==> src/rtl/rv32i_trace_capture_if.sv <==
// Monitor-bus / trace-stream bundle for rv32i_trace_capture.
// The slave side (the capture block) samples the core's per-cycle monitor
// signals and drives the 32-bit trace word stream; the master side is the
// core monitor together with the downstream word consumer.
interface rv32i_trace_capture_if;
    // core monitor signals
    logic        trace_en;
    logic [31:0] pc_out;
    logic [31:0] instruction;
    logic [31:0] wb_data;
    logic [4:0]  rd_addr;
    logic        reg_write;
    logic        mem_write;
    logic [31:0] mem_addr;
    logic [31:0] mem_wdata;
    logic        branch_taken;
    logic        jal;
    logic        jalr;
    // trace word stream
    logic        t_valid;
    logic        t_ready;
    logic [31:0] t_data;
    logic        t_last;

    modport master (
        output trace_en, pc_out, instruction, wb_data, rd_addr, reg_write,
               mem_write, mem_addr, mem_wdata, branch_taken, jal, jalr,
               t_ready,
        input  t_valid, t_data, t_last
    );

    modport slave (
        input  trace_en, pc_out, instruction, wb_data, rd_addr, reg_write,
               mem_write, mem_addr, mem_wdata, branch_taken, jal, jalr,
               t_ready,
        output t_valid, t_data, t_last
    );
endinterface

==> src/rtl/rv32i_trace_capture.sv <==
// rv32i_trace_capture: turns qualifying RV32I writeback/store/branch/jump
// events into fixed-format trace records, buffers them in a record FIFO and
// streams them out one 32-bit word per handshake.
// Record: W0 header {seq, drops, rd_addr, flags, len}, W1 pc, W2 instruction,
// W3 data (store address for stores, writeback data otherwise).
// Optional feature, macro TRACE_MEMDATA_EN: store records carry a fifth word
// W4 = mem_wdata and report length 5. Without it every record is 4 words and
// mem_wdata is ignored.
module rv32i_trace_capture #(
    parameter int DEPTH = 8
) (
    input  logic                     clk,
    input  logic                     arst_n,
    rv32i_trace_capture_if.slave     bus,
    output logic [$clog2(DEPTH):0]   fifo_level,
    output logic                     overflow
);

    localparam int AW = $clog2(DEPTH);
    localparam int LW = AW + 1;

    // Saturating increment for the 8-bit drop counter.
    function automatic logic [7:0] sat_inc8(input logic [7:0] v);
        return (v == 8'hFF) ? v : v + 8'd1;
    endfunction

    // Record length in words for the event being captured.
    function automatic logic [5:0] rec_len(input logic is_store);
`ifdef TRACE_MEMDATA_EN
        return is_store ? 6'd5 : 6'd4;
`else
        return (is_store & 1'b0) ? 6'd5 : 6'd4;
`endif
    endfunction

`ifdef TRACE_MEMDATA_EN
    typedef enum logic [2:0] {
        IDLE  = 3'd0,
        HDR   = 3'd1,
        PC    = 3'd2,
        INSN  = 3'd3,
        DATA  = 3'd4,
        WDATA = 3'd5
    } state_t;
`else
    typedef enum logic [2:0] {
        IDLE  = 3'd0,
        HDR   = 3'd1,
        PC    = 3'd2,
        INSN  = 3'd3,
        DATA  = 3'd4
    } state_t;
`endif

    state_t state, state_nxt;

    // control state
    logic [AW-1:0] wr_ptr, rd_ptr;
    logic [LW-1:0] count;
    logic [7:0]    seq;
    logic [7:0]    drop_cnt;

    // capture stage (combinational view of the monitor bus)
    logic        event_p0;
    logic        full_p0;
    logic        push_p0;
    logic        drop_p0;
    logic [31:0] hdr_p0;
    logic [31:0] data_p0;

    // record storage (data only, never reset)
    logic [31:0] hdr_mem_p1  [DEPTH];
    logic [31:0] pc_mem_p1   [DEPTH];
    logic [31:0] insn_mem_p1 [DEPTH];
    logic [31:0] data_mem_p1 [DEPTH];
`ifdef TRACE_MEMDATA_EN
    logic [31:0] wdata_mem_p1 [DEPTH];
`else
    logic        unused_wdata;
`endif

    // serializer view of the FIFO head
    logic [31:0] head_hdr, head_pc, head_insn, head_data;
    logic        pop;
    logic        rec_done;
    logic        out_valid, out_last;
    logic [31:0] out_data;

    // ---- stage p0: event qualification and record assembly ----
    assign event_p0 = bus.trace_en &
                      ((bus.reg_write & (bus.rd_addr != 5'd0)) |
                       bus.mem_write | bus.branch_taken | bus.jal | bus.jalr);
    // fullness uses the registered level, so a same-cycle pop cannot make room
    assign full_p0  = (count == LW'(DEPTH));
    assign push_p0  = event_p0 & ~full_p0;
    assign drop_p0  = event_p0 & full_p0;
    assign data_p0  = bus.mem_write ? bus.mem_addr : bus.wb_data;
    assign hdr_p0   = {seq, drop_cnt, bus.rd_addr,
                       bus.reg_write, bus.mem_write, bus.branch_taken,
                       bus.jal, bus.jalr, rec_len(bus.mem_write)};

`ifndef TRACE_MEMDATA_EN
    assign unused_wdata = ^bus.mem_wdata;
`endif

    // ---- stage p1: record FIFO storage ----
    // Write the assembled record into the slot at the write pointer.
    always_ff @(posedge clk) begin
        if (push_p0) begin
            hdr_mem_p1[wr_ptr]  <= hdr_p0;
            pc_mem_p1[wr_ptr]   <= bus.pc_out;
            insn_mem_p1[wr_ptr] <= bus.instruction;
            data_mem_p1[wr_ptr] <= data_p0;
`ifdef TRACE_MEMDATA_EN
            wdata_mem_p1[wr_ptr] <= bus.mem_wdata;
`endif
        end
    end

    assign head_hdr  = hdr_mem_p1[rd_ptr];
    assign head_pc   = pc_mem_p1[rd_ptr];
    assign head_insn = insn_mem_p1[rd_ptr];
    assign head_data = data_mem_p1[rd_ptr];

    // Pointers and record count; the head record stays counted until its
    // final word has been accepted.
    always_ff @(posedge clk or negedge arst_n) begin
        if (!arst_n) begin
            wr_ptr <= '0;
            rd_ptr <= '0;
            count  <= '0;
        end else begin
            if (push_p0) wr_ptr <= wr_ptr + AW'(1);
            if (pop)     rd_ptr <= rd_ptr + AW'(1);
            case ({push_p0, pop})
                2'b10:   count <= count + LW'(1);
                2'b01:   count <= count - LW'(1);
                default: count <= count;
            endcase
        end
    end

    // Sequence number, drop counter and sticky overflow flag.
    always_ff @(posedge clk or negedge arst_n) begin
        if (!arst_n) begin
            seq      <= 8'd0;
            drop_cnt <= 8'd0;
            overflow <= 1'b0;
        end else if (push_p0) begin
            seq      <= seq + 8'd1;
            drop_cnt <= 8'd0;
        end else if (drop_p0) begin
            drop_cnt <= sat_inc8(drop_cnt);
            overflow <= 1'b1;
        end
    end

    assign fifo_level = count;

    // ---- stage p2: record serializer ----
`ifdef TRACE_MEMDATA_EN
    assign rec_done = ((state == DATA) & (head_hdr[5:0] != 6'd5)) |
                      (state == WDATA);
`else
    assign rec_done = (state == DATA);
`endif
    assign pop = rec_done & bus.t_ready;

    // Serializer state register.
    always_ff @(posedge clk or negedge arst_n) begin
        if (!arst_n) state <= IDLE;
        else         state <= state_nxt;
    end

    // Serializer next-state: one word per accepted handshake.
    always_comb begin
        state_nxt = state;
        case (state)
            IDLE: if ((count != '0) || push_p0) state_nxt = HDR;
            HDR:  if (bus.t_ready) state_nxt = PC;
            PC:   if (bus.t_ready) state_nxt = INSN;
            INSN: if (bus.t_ready) state_nxt = DATA;
            DATA: begin
                if (bus.t_ready) begin
`ifdef TRACE_MEMDATA_EN
                    if (head_hdr[5:0] == 6'd5)
                        state_nxt = WDATA;
                    else
`endif
                    if ((count > LW'(1)) || push_p0)
                        state_nxt = HDR;
                    else
                        state_nxt = IDLE;
                end
            end
`ifdef TRACE_MEMDATA_EN
            WDATA: begin
                if (bus.t_ready) begin
                    if ((count > LW'(1)) || push_p0) state_nxt = HDR;
                    else                             state_nxt = IDLE;
                end
            end
`endif
            default: state_nxt = IDLE;
        endcase
    end

    // Serializer outputs; word content depends only on state and FIFO head,
    // so it holds steady while the consumer stalls.
    always_comb begin
        out_valid = 1'b0;
        out_last  = 1'b0;
        out_data  = 32'd0;
        case (state)
            HDR: begin
                out_valid = 1'b1;
                out_data  = head_hdr;
            end
            PC: begin
                out_valid = 1'b1;
                out_data  = head_pc;
            end
            INSN: begin
                out_valid = 1'b1;
                out_data  = head_insn;
            end
            DATA: begin
                out_valid = 1'b1;
                out_data  = head_data;
                out_last  = rec_done;
            end
`ifdef TRACE_MEMDATA_EN
            WDATA: begin
                out_valid = 1'b1;
                out_data  = wdata_mem_p1[rd_ptr];
                out_last  = 1'b1;
            end
`endif
            default: begin
                out_valid = 1'b0;
                out_last  = 1'b0;
                out_data  = 32'd0;
            end
        endcase
    end

    assign bus.t_valid = out_valid;
    assign bus.t_data  = out_data;
    assign bus.t_last  = out_last;

endmodule
==> src/flat_wrapper.sv <==
// flat-port wrapper written by rule: the top's interface ports become plain ports
module rv32i_trace_capture_flat 
#(
    parameter int DEPTH = 8
)
  (clk, arst_n, fifo_level, overflow, bus_trace_en, bus_pc_out, bus_instruction, bus_wb_data, bus_rd_addr, bus_reg_write, bus_mem_write, bus_mem_addr, bus_mem_wdata, bus_branch_taken, bus_jal, bus_jalr, bus_t_ready, bus_t_valid, bus_t_data, bus_t_last);
  rv32i_trace_capture_if bus_i ();
  input  logic clk;
  input  logic arst_n;
  output logic [$clog2(DEPTH):0] fifo_level;
  output logic overflow;
  input wire logic [$bits(bus_i.trace_en)-1:0] bus_trace_en;
  input wire logic [$bits(bus_i.pc_out)-1:0] bus_pc_out;
  input wire logic [$bits(bus_i.instruction)-1:0] bus_instruction;
  input wire logic [$bits(bus_i.wb_data)-1:0] bus_wb_data;
  input wire logic [$bits(bus_i.rd_addr)-1:0] bus_rd_addr;
  input wire logic [$bits(bus_i.reg_write)-1:0] bus_reg_write;
  input wire logic [$bits(bus_i.mem_write)-1:0] bus_mem_write;
  input wire logic [$bits(bus_i.mem_addr)-1:0] bus_mem_addr;
  input wire logic [$bits(bus_i.mem_wdata)-1:0] bus_mem_wdata;
  input wire logic [$bits(bus_i.branch_taken)-1:0] bus_branch_taken;
  input wire logic [$bits(bus_i.jal)-1:0] bus_jal;
  input wire logic [$bits(bus_i.jalr)-1:0] bus_jalr;
  input wire logic [$bits(bus_i.t_ready)-1:0] bus_t_ready;
  output wire logic [$bits(bus_i.t_valid)-1:0] bus_t_valid;
  output wire logic [$bits(bus_i.t_data)-1:0] bus_t_data;
  output wire logic [$bits(bus_i.t_last)-1:0] bus_t_last;
  assign bus_i.trace_en = bus_trace_en;
  assign bus_i.pc_out = bus_pc_out;
  assign bus_i.instruction = bus_instruction;
  assign bus_i.wb_data = bus_wb_data;
  assign bus_i.rd_addr = bus_rd_addr;
  assign bus_i.reg_write = bus_reg_write;
  assign bus_i.mem_write = bus_mem_write;
  assign bus_i.mem_addr = bus_mem_addr;
  assign bus_i.mem_wdata = bus_mem_wdata;
  assign bus_i.branch_taken = bus_branch_taken;
  assign bus_i.jal = bus_jal;
  assign bus_i.jalr = bus_jalr;
  assign bus_i.t_ready = bus_t_ready;
  assign bus_t_valid = bus_i.t_valid;
  assign bus_t_data = bus_i.t_data;
  assign bus_t_last = bus_i.t_last;
  rv32i_trace_capture #(.DEPTH(DEPTH)) u_core (.clk(clk), .arst_n(arst_n), .bus(bus_i), .fifo_level(fifo_level), .overflow(overflow));
endmodule
==> config.mk <==
export PLATFORM = sky130hd
export DESIGN_NAME = rv32i_trace_capture_flat
export DESIGN_NICKNAME = d
export VERILOG_FILES = /design/src/rtl/rv32i_trace_capture_if.sv /design/src/rtl/rv32i_trace_capture.sv /design/src/flat_wrapper.sv
export SDC_FILE = /design/constraint.sdc
export NUM_CORES = 1
export LEC_CHECK = 0
export BUFFER_PORTS_ARGS = -buffer_cell sky130_fd_sc_hd__buf_2
export CAP_MARGIN = 25
export CELL_PAD_IN_SITES_DETAIL_PLACEMENT = 1
export CELL_PAD_IN_SITES_GLOBAL_PLACEMENT = 2
export CORE_MARGIN = 4
export CORE_UTILIZATION = 38
export DETAILED_ROUTE_END_ITERATION = 6
export PLACE_DENSITY_LB_ADDON = 0.1
export SLEW_MARGIN = 20
export SYNTH_ARGS = -nofsm -noshare
export SYNTH_HDL_FRONTEND = slang
export SYNTH_SLANG_ARGS = --single-unit
export TNS_END_PERCENT = 10
==> constraint.sdc <==
create_clock -name clk -period 25.3 [get_ports clk]
set_input_delay 2.53 -clock clk [delete_from_list [all_inputs] [get_ports clk]]
set_output_delay 2.53 -clock clk [all_outputs]
set_load 0.01 [all_outputs]
==> results of run 1 <==
==> state kept, by name (all words and copies together) (netlist names) <==
name,flops
u_core.hdr_mem_p1,208
u_core.seq,8
u_core.wr_ptr,3
u_core.rd_ptr,3
u_core.pc_mem_p1,256
u_core.drop_cnt,8
u_core.insn_mem_p1,256
u_core.fifo_level,4
u_core.state,3
u_core.data_mem_p1,256
u_core.overflow,1
==> synth_stat cells (2+ instances only) <==
| cell | instances | area, um^2 |
|---|---|---|
| sky130_fd_sc_hd__buf_6 | 3 | 33.78 |
| sky130_fd_sc_hd__a22oi_1 | 222 | 1667 |
| sky130_fd_sc_hd__inv_1 | 9 | 33.78 |
| sky130_fd_sc_hd__xor2_1 | 4 | 35.03 |
| sky130_fd_sc_hd__mux2_2 | 34 | 382.9 |
| sky130_fd_sc_hd__dfrtp_1 | 30 | 750.7 |
| sky130_fd_sc_hd__or4_4 | 2 | 22.52 |
| sky130_fd_sc_hd__nand3_1 | 118 | 590.6 |
| sky130_fd_sc_hd__buf_2 | 53 | 265.3 |
| sky130_fd_sc_hd__and3_1 | 4 | 25.02 |
| sky130_fd_sc_hd__and2_1 | 2 | 12.51 |
| sky130_fd_sc_hd__edfxtp_1 | 976 | 29310 |
| sky130_fd_sc_hd__nor3b_1 | 3 | 22.52 |
| sky130_fd_sc_hd__mux2i_1 | 464 | 4644 |
| sky130_fd_sc_hd__ha_1 | 9 | 112.6 |
| sky130_fd_sc_hd__a221oi_1 | 5 | 43.79 |
| sky130_fd_sc_hd__a31o_1 | 2 | 17.52 |
| sky130_fd_sc_hd__clkbuf_1 | 48 | 180.2 |
| sky130_fd_sc_hd__nand2_1 | 23 | 86.33 |
| sky130_fd_sc_hd__mux4_2 | 16 | 360.4 |
| sky130_fd_sc_hd__o211ai_1 | 5 | 37.54 |
| sky130_fd_sc_hd__and3b_1 | 2 | 17.52 |
| sky130_fd_sc_hd__nor2b_1 | 2 | 12.51 |
| sky130_fd_sc_hd__buf_4 | 17 | 127.6 |
| sky130_fd_sc_hd__or3_1 | 2 | 12.51 |
| sky130_fd_sc_hd__nand4_1 | 31 | 193.9 |
| sky130_fd_sc_hd__nand3b_1 | 2 | 15.01 |
| sky130_fd_sc_hd__a21oi_1 | 5 | 25.02 |
| sky130_fd_sc_hd__buf_1 | 8 | 30.03 |
| sky130_fd_sc_hd__xnor2_1 | 14 | 122.6 |
| sky130_fd_sc_hd__o21ai_0 | 9 | 45.04 |
| sky130_fd_sc_hd__nor4b_1 | 2 | 17.52 |
| sky130_fd_sc_hd__a21oi_2 | 2 | 17.52 |
| sky130_fd_sc_hd__nor3_1 | 4 | 20.02 |
| sky130_fd_sc_hd__nor2_1 | 10 | 37.54 |
==> metal layers <==
layer | global-route usage | vias up | share of wire
li1 | - | 9173 | -
met1 | 0.2535 | 10920 | 0.43
met2 | 0.3423 | 382 | 0.51
met3 | 0.03806 | 141 | 0.044
met4 | 0.04512 | 8 | 0.020
met5 | 0 | - | 0.00048
==> final cells by class <==
cell class                      count  area [um^2]  area share
Timing Repair Buffer              227         1330     0.02917
Inverter                           10        37.54   0.0008233
Sequential cell                  1006        30060      0.6594
Tap cell                         1368         1712     0.03754
Multi-Input combinational cell   1015         8832      0.1937
Clock inverter                     53        578.1     0.01268
Clock buffer                      148         3028     0.06642
Antenna cell                        4        10.01   0.0002196
==> power by group <==
part / switching (W) / internal (W)
combinational: 0.000933 / 0.000480
sequential: 0.000119 / 0.00216
clock: 0.000633 / 0.000956
total: 0.00169 / 0.00360
==> logic make-up (layout without fill, tap and decap cells) <==
kind of cell / after synthesis / in the layout / synth area share
mux: 514 / 514 / 0.1364
fa+ha+maj: 10 / 10 / 0.003105
other cells: 0 / 4 / 0
compound gates: 259 / 259 / 0.04911
simple gates: 214 / 214 / 0.02903
flops: 1006 / 1006 / 0.7612
xor+xnor: 18 / 18 / 0.003992
buf+inv: 139 / 438 / 0.01708
==> per-stage QoR <==
step	hold slack [ps]	setup WS (ps)	total power, W	utilization
finish	505.0	17320	0.005285	0.4449
global route	561.4	17030	0.005547	0.4448
CTS	522.9	16900	0.005368	0.4442
detailed placement	471.0	17650	0.003766	0.4090
global placement	470.4	17740	0.003726	0.4090
floorplan	493.2	8694	0.003262	-
==> worst paths after layout <==
path / startpoint / endpoint / slack (ps) / depth (start not counted)
max in group asynchronous: arst_n / u_core.rd_ptr[1] / 22780 / 1
max: u_core.rd_ptr[1] / bus_t_data[12] / 17320 / 9
min: u_core.overflow / u_core.overflow / 500 / 1
max reg2reg: u_core.fifo_level[0] / u_core.pc_mem_p1[2][31] / 20880 / 8
min reg2reg: u_core.overflow / u_core.overflow / 500 / 1
min in group asynchronous: arst_n / u_core.fifo_level[3] / 1920 / 1
==> results.ini, run 1 <==
[clock_tree]
cts_setup_buffers = 0
cts.sinks = 1006
postCtsHoldBufs = 0
cts-htree-levels = 3
ctsRootBufferMaster = sky130_fd_sc_hd__clkbuf_16
tritoncts.num_buffers = 109
clk_path_buf_depth = 3
clock_tree_from_tritoncts = built
path_clk_slew_ps = 60
insertion_delay_ps = 680
ctsResizeCount = 0

[synth]
async_flop_share = 0.02982
synth.yosys.seq_area_share = 0.7612
yosysWarningCount = 0
postSynthCellCount = 2160
avgSynthCellArea_um2 = 18.28
synth_flop_type = sky130_fd_sc_hd__edfxtp_1
syn_area_um2 = 39490
synth_cell_type_count = 53
synth-edff-count = 976
synth.ff_latch_count = 1006
syn-num-nets = 2343

[timing]
timing_worst_slew_pin_value_ps = 1039
finalSetupViolCount = 0
worst_slew_margin_rel = 0.3072
share_of_the_cycle_needed_by_the_critical_path_after_routing = 0.3155
finalHoldViolations = 0
timing.setup.tns_ps = 0
fmaxAchievable_mhz = 125.3
worst_clock_skew_ps = 21.63
setup_repair_after_global_routing_missed_its_margin = false
timing.final.crit_period_ps = 7982
timing.final.max_slew_violations = 0

[final_layout]
layout_commonest_cell = sky130_fd_sc_hd__edfxtp_1
number_of_nets_in_the_layout = 2552
layout-drive-gt1-share = 0.1871
fill_cells = 9703
final_standard_cell_count_with_taps_included_and_fillers_excluded = 3831
layout.cells.most_common_list = sky130_fd_sc_hd__edfxtp_1 (976), sky130_fd_sc_hd__mux2i_1 (464), sky130_fd_sc_hd__a22oi_1 (222), sky130_fd_sc_hd__buf_2 (179), sky130_fd_sc_hd__nand3_1 (118)
final_design_area_no_fill_um2 = 45590
layout-area-overhead-vs-synth_pct = 15.46

[grt]
gr-total-overflow = 0
grt_antenna_before_repair = 15
global_route_usage_over_all_layers = 0.1959
first_pass_grt_wire_length_um = 154100
largest_net_degree_at_the_start_of_global_routing = 129
number_of_global_route_vias_before_repair = 22510

[detailed_routing]
ant_nets = 0
drt_wl_total_um = 107100
detail_route.vias_per_cell = 5.384
detailedRoute.firstIterationViolations = 1517
detailroute.via_count = 20630
drt_first_pass_iters = 5
drc_errors = 0
avgRoutedWirePerCell_um = 27.94

[setup_path]
timing.critical_path.cells = buf_4 > buf_4 > buf_12 > buf_4 > mux2i_1 > a22oi_1 > nand3_1 > nand4_1 > buf_2
worst_path_most_repeated_cell = sky130_fd_sc_hd__buf_4
critPathSlowestCell = sky130_fd_sc_hd__dfrtp_4
critPathLaunchType = register
worstPathMaxFanout = 52
critPathCaptureType = output port
worstPathBufferInverterCount = 5
worst-setup-path-type = reg -> out
critical_path.max_stage_delay_ps = 960
critical-path-top-delay-family = buffers and inverters
critPathArrivalTime_ps = 5450
worst_ep_required_time_ps = 22770

[floorplanning]
die_x_um = 330.4
die-area_um2 = 109100
initial_core_util = 0.3853
placeableCoreArea_um2 = 102500
die_h_um = 330.4
pin_count = 213
placement_rows = 117

[place]
dp.final_hpwl_um = 58570
dpl_cell_area_um2 = 41920
post-place-cells = 3623
buffer_ports.inserted = 180
finalWeightedCongestion = 0.7110

[run_status]
run_status = finished clean

[power_and_ir_drop]
cell_area_power_density_nw_per_um2 = 115.9
cellLeakagePower_nw = 14.56
worst_ir_drop_vdd_uv = 106.3

[worst_hold_path]
holdCritPathClass = reg -> reg

[flow_run]
drv_cap = 0

Note: power is estimated with default switching activity, not from simulation.
==> run 2: changes to the inputs <==
==> constraint.sdc (replaced) <==
create_clock -name clk -period 7.2 [get_ports clk]
set_input_delay 0.72 -clock clk [delete_from_list [all_inputs] [get_ports clk]]
set_output_delay 0.72 -clock clk [all_outputs]
set_load 0.01 [all_outputs]
==> run 2 against run 1 <==
Final cell count shrank 0.26%. Wire length is 0.56% lower. Non-clock buffer count is 10 lower. Count of clock-buffer cells in the layout fell by 12. Clock power grew to 3.4 times the previous value.
==> results.ini, run 2 (same netlist as run 1, synthesis figures left out) <==
[grt]
first_pass_grt_wire_length_um = 153900  ; -0.13%
largest_net_degree_at_the_start_of_global_routing = 145  ; +12%
global_route_usage_over_all_layers = 0.1953  ; -0.0005312
number_of_global_route_vias_before_repair = 22430  ; -0.38%
gr-total-overflow = 0  ; unchanged
grt_antenna_before_repair = 14  ; -1

[place]
pre_cts_ws_ps = 2508  ; -15150 ps
buffer_ports.inserted = 180  ; unchanged
dp.final_hpwl_um = 57010  ; -2.7%
finalWeightedCongestion = 0.7046  ; -0.90%
dpl_cell_area_um2 = 42040  ; +0.30%
post-place-cells = 3616  ; -0.19%

[timing]
finalHoldViolations = 0  ; unchanged
timing.final.crit_period_ps = 4408
fmaxAchievable_mhz = 226.9
timing.final.max_slew_violations = 0  ; unchanged
setup_slack_of_the_critical_path_after_layout_ps = 2792  ; -14530 ps
setup_repair_after_global_routing_missed_its_margin = false
worst_slew_margin_rel = 0.2444  ; -0.06278
finalSetupViolCount = 0  ; unchanged
hold_ws_ps = 116.8  ; -388.2 ps
timing_worst_slew_pin_value_ps = 1133  ; +94.18 ps
worst_clock_skew_ps = 21.12  ; -0.5114 ps
share_of_the_cycle_needed_by_the_critical_path_after_routing = 0.6122

[final_layout]
reg_top3 = u_core.data_mem_p1 (256), u_core.insn_mem_p1 (256), u_core.pc_mem_p1 (256)
final_standard_cell_count_with_taps_included_and_fillers_excluded = 3821  ; -0.26%
layout_commonest_cell = sky130_fd_sc_hd__edfxtp_1
layout-area-overhead-vs-synth_pct = 15.37  ; about the same
layout.cells.most_common_list = sky130_fd_sc_hd__edfxtp_1 (976), sky130_fd_sc_hd__mux2i_1 (464), sky130_fd_sc_hd__a22oi_1 (222), sky130_fd_sc_hd__buf_2 (179), sky130_fd_sc_hd__nand3_1 (118)
finish.utilization = 0.4446  ; about the same
layout-drive-gt1-share = 0.1839  ; -0.003169
number_of_nets_in_the_layout = 2542  ; -0.39%
multi_input_area_um2 = 8850  ; +0.20%
final_design_area_no_fill_um2 = 45560  ; about the same
seq_area_um2 = 30060  ; unchanged
fill_cells = 9715  ; +0.12%

[clock_tree]
insertion_delay_ps = 680  ; about the same
clock_tree_from_tritoncts = built
clk_path_buf_depth = 3  ; unchanged
path_clk_slew_ps = 60  ; about the same
cts-htree-levels = 3  ; unchanged
cts.sinks = 1006  ; unchanged
ctsRootBufferMaster = sky130_fd_sc_hd__clkbuf_16
tritoncts.num_buffers = 109  ; unchanged
postCtsHoldBufs = 0  ; unchanged
cts_setup_buffers = 0  ; unchanged
ctsResizeCount = 0  ; unchanged

[detailed_routing]
detailroute.via_count = 20680  ; +0.26%
avgRoutedWirePerCell_um = 27.86  ; -0.30%
drt_first_pass_iters = 5  ; unchanged
drc_errors = 0  ; unchanged
drt_wl_total_um = 106500  ; -0.56%
detailedRoute.firstIterationViolations = 1389  ; -8.4%
detail_route.vias_per_cell = 5.412  ; +0.52%
ant_nets = 0  ; unchanged

[run_status]
run_status = finished clean

[power_and_ir_drop]
worst_ir_drop_vdd_uv = 315.9  ; +200%
cellLeakagePower_nw = 14.50  ; -0.40%
cell_area_power_density_nw_per_um2 = 405.5  ; +250%

[flow_run]
drv_cap = 0  ; unchanged

[setup_path]
worst_ep_required_time_ps = 6480  ; -16290 ps
worstPathMaxFanout = 70  ; +35%
critPathCaptureType = output port
worst-setup-path-type = reg -> out
critPathLaunchType = register
critPathArrivalTime_ps = 3690  ; -1760 ps

[floorplanning]
pin_count = 213  ; unchanged
die_x_um = 330.4  ; unchanged
initial_core_util = 0.3853  ; unchanged
placement_rows = 117  ; unchanged
die_h_um = 330.4  ; unchanged
placeableCoreArea_um2 = 102500  ; unchanged
die-area_um2 = 109100  ; unchanged

[worst_hold_path]
holdCritPathClass = in -> async

-- run 2: worst paths after layout --
check                      cells past startpoint  slack, ps                   endpoint                  from
setup / recovery                               7       2790             bus_t_data[26]      u_core.rd_ptr[0]
hold / removal                                 1        120       u_core.fifo_level[3]                arst_n
setup reg to reg                               8       3310  u_core.data_mem_p1[4][24]  u_core.fifo_level[0]
hold reg to reg                                1        520            u_core.overflow       u_core.overflow
max in group asynchronous                      1       6530           u_core.rd_ptr[1]                arst_n
min in group clk                               1        310  u_core.insn_mem_p1[7][20]   bus_instruction[20]
-- run 2: report_power, final --
group / switching, W / internal [W] / leakage [nW]
combinational: 0.00335 / 0.00173 / 3.51
sequential: 0.000378 / 0.00760 / 9.28
clock: 0.00222 / 0.00320 / 1.72
total: 0.00595 / 0.0125 / 14.5
-- run 2: worst max-delay path, stage by stage, from the launching register on --
cell,delay [ps]
sky130_fd_sc_hd__dfrtp_1,320
sky130_fd_sc_hd__buf_4,300
sky130_fd_sc_hd__and2_4,830
sky130_fd_sc_hd__buf_12,520
sky130_fd_sc_hd__a22oi_1,200
sky130_fd_sc_hd__nand3_1,240
sky130_fd_sc_hd__nand4_1,330
sky130_fd_sc_hd__buf_2,260
-- run 2: area by class of cell --
cell class	instances	area share
inverter	10	0.0008239
clock buffer	136	0.06460
antenna	6	0.0003296
multi-input combinational	1015	0.1943
clock inverter	63	0.01219
timing repair buffer	217	0.03032
sequential	1006	0.6599
tap	1368	0.03757
-- run 2: through the flow --
step	total power (W)	setup TNS [ps]
final	0.01847	0
after global routing	0.01938	0
after CTS	0.01877	0
after detailed placement	0.01331	0
after global placement	0.01316	0
after floorplan	0.01141	-2596990
-- run 2: routing by layer --
metal  GRT usage  share of wire  up-vias
li1            -              -     9152
met1      0.2679           0.45    11010
met3     0.03070          0.037      139
met2      0.3281           0.49      376
met5           0        0.00033        -
met4     0.04863          0.023        6
